$ cat src/rtl/lc9_seq_pkg.sv
// rtl/lc9_seq_pkg.sv - shared types and field offsets for the lc9 sequencer
package lc9_seq_pkg;

    typedef enum logic [1:0] {
        IDLE = 2'd0,
        RUN  = 2'd1,
        DONE = 2'd2
    } state_t;

    localparam int DEF_NUM_REGS = 5;
    localparam int DEF_OP_W     = 4;
    localparam int DEF_SEL_W    = 9;
    localparam int DEF_CW_W     = 1 + DEF_OP_W + DEF_NUM_REGS + DEF_SEL_W;

    // Field positions inside a control word, counted from bit 0.
    localparam int DEF_LD_LSB   = DEF_SEL_W;
    localparam int DEF_OP_LSB   = DEF_SEL_W + DEF_NUM_REGS;
    localparam int DEF_LAST_BIT = DEF_CW_W - 1;

    typedef struct packed {
        logic                    last;
        logic [DEF_OP_W-1:0]     op;
        logic [DEF_NUM_REGS-1:0] ld;
        logic [DEF_SEL_W-1:0]    sel;
    } cw_t;

endpackage

$ cat src/rtl/lc9_ucode_store.sv
// rtl/lc9_ucode_store.sv - resettable microcode flop array, one write port, async read
module lc9_ucode_store #(
    parameter int AW   = 6,
    parameter int CW_W = 19
) (
    input  logic            clk,
    input  logic            rst_n,
    input  logic            we,
    input  logic [AW-1:0]   waddr,
    input  logic [CW_W-1:0] wdata,
    input  logic [AW-1:0]   raddr,
    output logic [CW_W-1:0] rdata
);

    localparam int DEPTH = 2 ** AW;

    logic [CW_W-1:0] mem [DEPTH];

    always_ff @(posedge clk or negedge rst_n) begin
        if (!rst_n) begin
            for (int i = 0; i < DEPTH; i++) begin
                mem[i] <= '0;
            end
        end else if (we) begin
            mem[waddr] <= wdata;
        end
    end

    assign rdata = mem[raddr];

endmodule

$ cat src/rtl/lc9_sequencer.sv
// rtl/lc9_sequencer.sv - programmable control sequencer: FSM, step counter, output gating
module lc9_sequencer
    import lc9_seq_pkg::*;
#(
    parameter int NUM_REGS  = 5,
    parameter int OP_W      = 4,
    parameter int SEL_W     = 9,
    parameter int NUM_PROGS = 4,
    parameter int STEPS     = 16,
    localparam int CW_W     = 1 + OP_W + NUM_REGS + SEL_W,
    localparam int MW       = $clog2(NUM_PROGS),
    localparam int SW       = $clog2(STEPS)
) (
    input  logic                clk,
    input  logic                rst_n,
    input  logic                start,
    input  logic [MW-1:0]       mode,
    input  logic                hold,
    input  logic                abort,
    output logic                busy,
    output logic                done,
    output logic                err,
    output logic [SW-1:0]       step,
    output logic [SEL_W-1:0]    sel,
    output logic [NUM_REGS-1:0] ld,
    output logic [OP_W-1:0]     op,
    input  logic                prog_we,
    input  logic [MW+SW-1:0]    prog_addr,
    input  logic [CW_W-1:0]     prog_wdata
);

    localparam int LD_LSB = SEL_W;
    localparam int OP_LSB = SEL_W + NUM_REGS;

    state_t          state_q, state_d;
    logic [SW-1:0]   step_q, step_d;
    logic [MW-1:0]   mode_q, mode_d;
    logic            err_q, err_d;
    logic [CW_W-1:0] word;

    logic                w_last;
    logic [OP_W-1:0]     w_op;
    logic [NUM_REGS-1:0] w_ld;
    logic [SEL_W-1:0]    w_sel;

    assign w_last = word[CW_W-1];
    assign w_op   = word[OP_LSB +: OP_W];
    assign w_ld   = word[LD_LSB +: NUM_REGS];
    assign w_sel  = word[SEL_W-1:0];

    // Store is only writable while idle, so a running program never sees its words change.
    lc9_ucode_store #(
        .AW   (MW + SW),
        .CW_W (CW_W)
    ) u_store (
        .clk   (clk),
        .rst_n (rst_n),
        .we    (prog_we && (state_q == IDLE)),
        .waddr (prog_addr),
        .wdata (prog_wdata),
        .raddr ({mode_q, step_q}),
        .rdata (word)
    );

    always_ff @(posedge clk or negedge rst_n) begin
        if (!rst_n) begin
            state_q <= IDLE;
            step_q  <= '0;
            mode_q  <= '0;
            err_q   <= 1'b0;
        end else begin
            state_q <= state_d;
            step_q  <= step_d;
            mode_q  <= mode_d;
            err_q   <= err_d;
        end
    end

    always_comb begin
        state_d = state_q;
        step_d  = step_q;
        mode_d  = mode_q;
        err_d   = err_q;
        busy    = 1'b0;
        done    = 1'b0;
        err     = 1'b0;
        sel     = '0;
        ld      = '0;
        op      = '0;

        unique case (state_q)
            IDLE: begin
                if (start) begin
                    mode_d  = mode;
                    step_d  = '0;
                    state_d = RUN;
                end
            end
            RUN: begin
                busy = 1'b1;
                sel  = w_sel;
                op   = w_op;
                ld   = (hold || abort) ? '0 : w_ld;
                if (abort) begin
                    state_d = IDLE;
                    step_d  = '0;
                end else if (hold) begin
                    state_d = RUN;
                end else if (w_last) begin
                    state_d = DONE;
                end else if (step_q == SW'(STEPS - 1)) begin
                    state_d = DONE;
                    err_d   = 1'b1;
                end else begin
                    step_d = step_q + SW'(1);
                end
            end
            DONE: begin
                busy    = 1'b1;
                done    = !abort;
                err     = !abort && err_q;
                state_d = IDLE;
                step_d  = '0;
                err_d   = 1'b0;
            end
            default: begin
                state_d = IDLE;
            end
        endcase
    end

    assign step = step_q;

endmodule

$ cat config.mk
export PLATFORM = sky130hd
export DESIGN_NAME = lc9_sequencer
export DESIGN_NICKNAME = d
export VERILOG_FILES = /design/src/rtl/lc9_seq_pkg.sv /design/src/rtl/lc9_ucode_store.sv /design/src/rtl/lc9_sequencer.sv
export SDC_FILE = /design/constraint.sdc
export NUM_CORES = 2
export LEC_CHECK = 0
export ABC_AREA = 1
export ABC_CLOCK_PERIOD_IN_PS = 3480
export CORE_ASPECT_RATIO = 1.75
export CORE_MARGIN = 2
export CORE_UTILIZATION = 61
export CTS_CLUSTER_SIZE = 14
export DETAILED_ROUTE_END_ITERATION = 7
export PLACE_DENSITY = 0.78
export SLEW_MARGIN = 40
export SYNTH_ARGS = -nofsm -noshare
export SYNTH_HDL_FRONTEND = slang
export SYNTH_SLANG_ARGS = --single-unit
$ cat constraint.sdc
create_clock -name clk -period 3.48 [get_ports clk]
set_input_delay 1.044 -clock clk [delete_from_list [all_inputs] [get_ports clk]]
set_output_delay 1.044 -clock clk [all_outputs]
set_load 0.005 [all_outputs]
==> results.md <==
- Power Density: 708 nW/um^2
- Failing checks: negative setup slack
- Leak: about 0.029 uW
- Worst vdd ir: about 0.46 mV
- Multi-input logic area: 23000 sq um
- CTS clk-pin slew, worst paths: 0.07 ns
- CP Launch Type: flip-flop
- TNS Setup: -10.91 ns
- Sequential element share of the synthesized area: 0.557
- Clock Latency Late Sink: ~0.74 ns
- Largest net degree at the start of global routing: 93
- Flop2flop setup slack: 0.61 ns
- Vias in the first global route: 49600
- Worst-margin pin slew: 0.764 ns
- First-pass DRT Iterations: 8
- Fin cells: 8001
- Final worst path period share: 1.21
- Avg Vias per Cell: 6.41
- PortBufs: 57
- Max FO, Critical Path: 6
- Syn Nets: 6736
- Status: complete, but fails checks
- Initial core utilization: 0.616
- Unrepaired setup endpoints after global routing: yes
- Worst setup EP type: output port
- R2R Path End: step[2]
- Worst Hold Class: primary input to asynchronous set/reset pin
- Fill count: 6296
- Crit path time final: 4.21 ns
- Ys Warns: 0
- Final hold vios: 0
- Initial antenna violation count: 3
- Arr. time, crit path: roughly 3.2 ns
- Syn Inst Count: approximately 6700
- # placed instances: 7713
- Max clock buf depth: 3
- Relative slew margins: 0.490
- Maxcap violations: 0
- Share of layout cells above drive strength 1: 0.148
- Chip height: roughly 400 um
- Area Overhead vs Synth: 18.6%
- Io pins: 58
- # DRC: 0
- Most frequent cells in the layout: nand2_1 (2156), o21ai_0 (1368), dfrtp_1 (1220)
- Critical path class: flip-flop to output port
- Worst r2r path cells: 13
- Power consumption: 46200 uW
- Most common cell after layout, fill and taps aside: nand2_1
- Root Driver: clkbuf_16
- Antenna-violating nets left: 0
- HPWL after DPL: approximately 110 mm
- Synth unique cells: 31
- Layout Skew: between 0.02 and 0.025 ns
- Die width: 231 um
- Final Setup Violations: 18
- Flops & latches, synth: about 1200
- Remaining global-route overflow: 0
- Overall Global Routing Usage: 0.398
- WL/cell: 23.2 um
- Nets: 6789
- Drt total wl: 185 mm
- Worst Slack Setup Final: -0.733 ns
- FF-to-FF Start: step[1]
- Crit path to: op[1]
- CTS tree: done
- Synthesized area per cell: 8.21 sq um
- Std-Cell Rows: 145
- H-tree depth: 3
- Count of final max-slew check failures: 0
- CTS buffer count: 107
- Via count: 51300
- CTS Sinks: 1225
- Mapped Area: approximately 55000 sq um
- Die footprint: ~93000 sq um
- GPL Wtd Cong: 0.923
- Initial drt markers: about 7500
- FF+latch area: between 30000 and 40000 sq um
- CP Launch Point: step[0]
- First-pass GRT wire length: 283 mm
- Max Clk Rate: 237 MHz
- Core Region: 89300 sq um
- Worst EP required: 2.44 ns
[logic make-up after synthesis]
| group | count (synthesis) | synth area share |
|---|---|---|
| muxes | 18 | 0.00328 |
| and+or+nand+nor | 2795 | 0.199 |
| AOI/OAI and AO/OA | 2000 | 0.187 |
| buffers and inverters | 654 | 0.0523 |
| adders and majority gates | 5 | 0.00114 |
| DFF | 1225 | 0.557 |
| xor gates and xnor gates | 1 | 0.000159 |
[layout make-up]
class                   count  area share
flip-flops and latches   1225       0.470
multi-input cells        4819       0.352
repair buffers            552      0.0985
clock buffers             160      0.0489
well taps                1176      0.0225
clock inverters            22     0.00378
inverters                  42     0.00324
repair inverters            4     0.00123
diodes                      1   0.0000383
[critical path, cell delays in order, from the launching register on]
cell and delay [ns]:
dfrtp_4 0.43, buf_12 0.13, buf_16 0.19, clkinv_16 0.12
buf_12 0.16, buf_12 0.14, buf_6 0.12, nor2_4 0.13
o22ai_4 0.11, a211o_4 0.41, a21oi_2 0.19, buf_6 0.14
nor2_4 0.04, clkbuf_2 0.11
[cell usage after synthesis (all sizes together)]
master | instances | area [sq um]
a211o | 18 | 158
a211oi | 18 | 135
a21oi | 298 | 1490
buf | 262 | 1400
clkbuf | 350 | 1310
clkinv | 19 | 71.3
dfrtp | 1225 | 30700
ha | 5 | 62.6
inv | 23 | 91.3
mux2i | 18 | 180
nand2 | 2226 | 8360
nand3 | 118 | 591
nand4 | 3 | 18.8
nor2 | 326 | 1240
nor3 | 119 | 696
nor3b | 1 | 7.51
o21ai | 1522 | 7620
o22ai | 144 | 901
or2 | 2 | 12.5
xor2 | 1 | 8.76
[worst min path at each step]
stage,startpoint,to,slack [ns],cells past startpoint
after floorplan,u_store.mem[1007],u_store.mem[1007],0.45,2
final,rst_n,u_store.mem[644],0.22,1
after global routing,rst_n,u_store.mem[644],0.25,1
after detailed placement,u_store.mem[1037],u_store.mem[1037],0.47,2
after global placement,u_store.mem[732],u_store.mem[732],0.46,2
after CTS,rst_n,u_store.mem[644],0.24,1
[per-layer routing]
layer / global-route usage / part of all wire
met5: 0 / 0
met4: 0.349 / 0.096
met3: 0.0754 / 0.098
met2: 0.618 / 0.47
met1: 0.473 / 0.34
[what timing repair did]
action,in CTS,in global routing
pin swaps,101,116
endpoints found under the setup margin,18,18
buffers inserted,60,14
hold buffers,0,0
gates resized for setup,374,195
cloned,30,6
hold endpoints to repair,0,0
[stage by stage]
step | worst slack, ns | utilization | instance area (sq um) | hold slack [ns]
floorplan | 0.598 | - | 55000 | 0.448
finish | -0.733 | 0.731 | 65300 | 0.217
global placement | -0.469 | 0.653 | 58300 | 0.460
CTS | -0.674 | 0.722 | 64400 | 0.244
detailed placement | -0.431 | 0.653 | 58300 | 0.468
global route | -0.741 | 0.731 | 65300 | 0.245
[power breakdown]
part	internal (uW)	switching [uW]
combinational	6530	9580
sequential	16700	1400
clock	6650	5350
total	29800	16300
[state kept, by name (all words and copies together) (netlist names)]
name	count
err_q	1
mode_q	2
state_q	2
step	4
u_store.mem	1216
No activity file was read; power rests on OpenSTA's default activity.
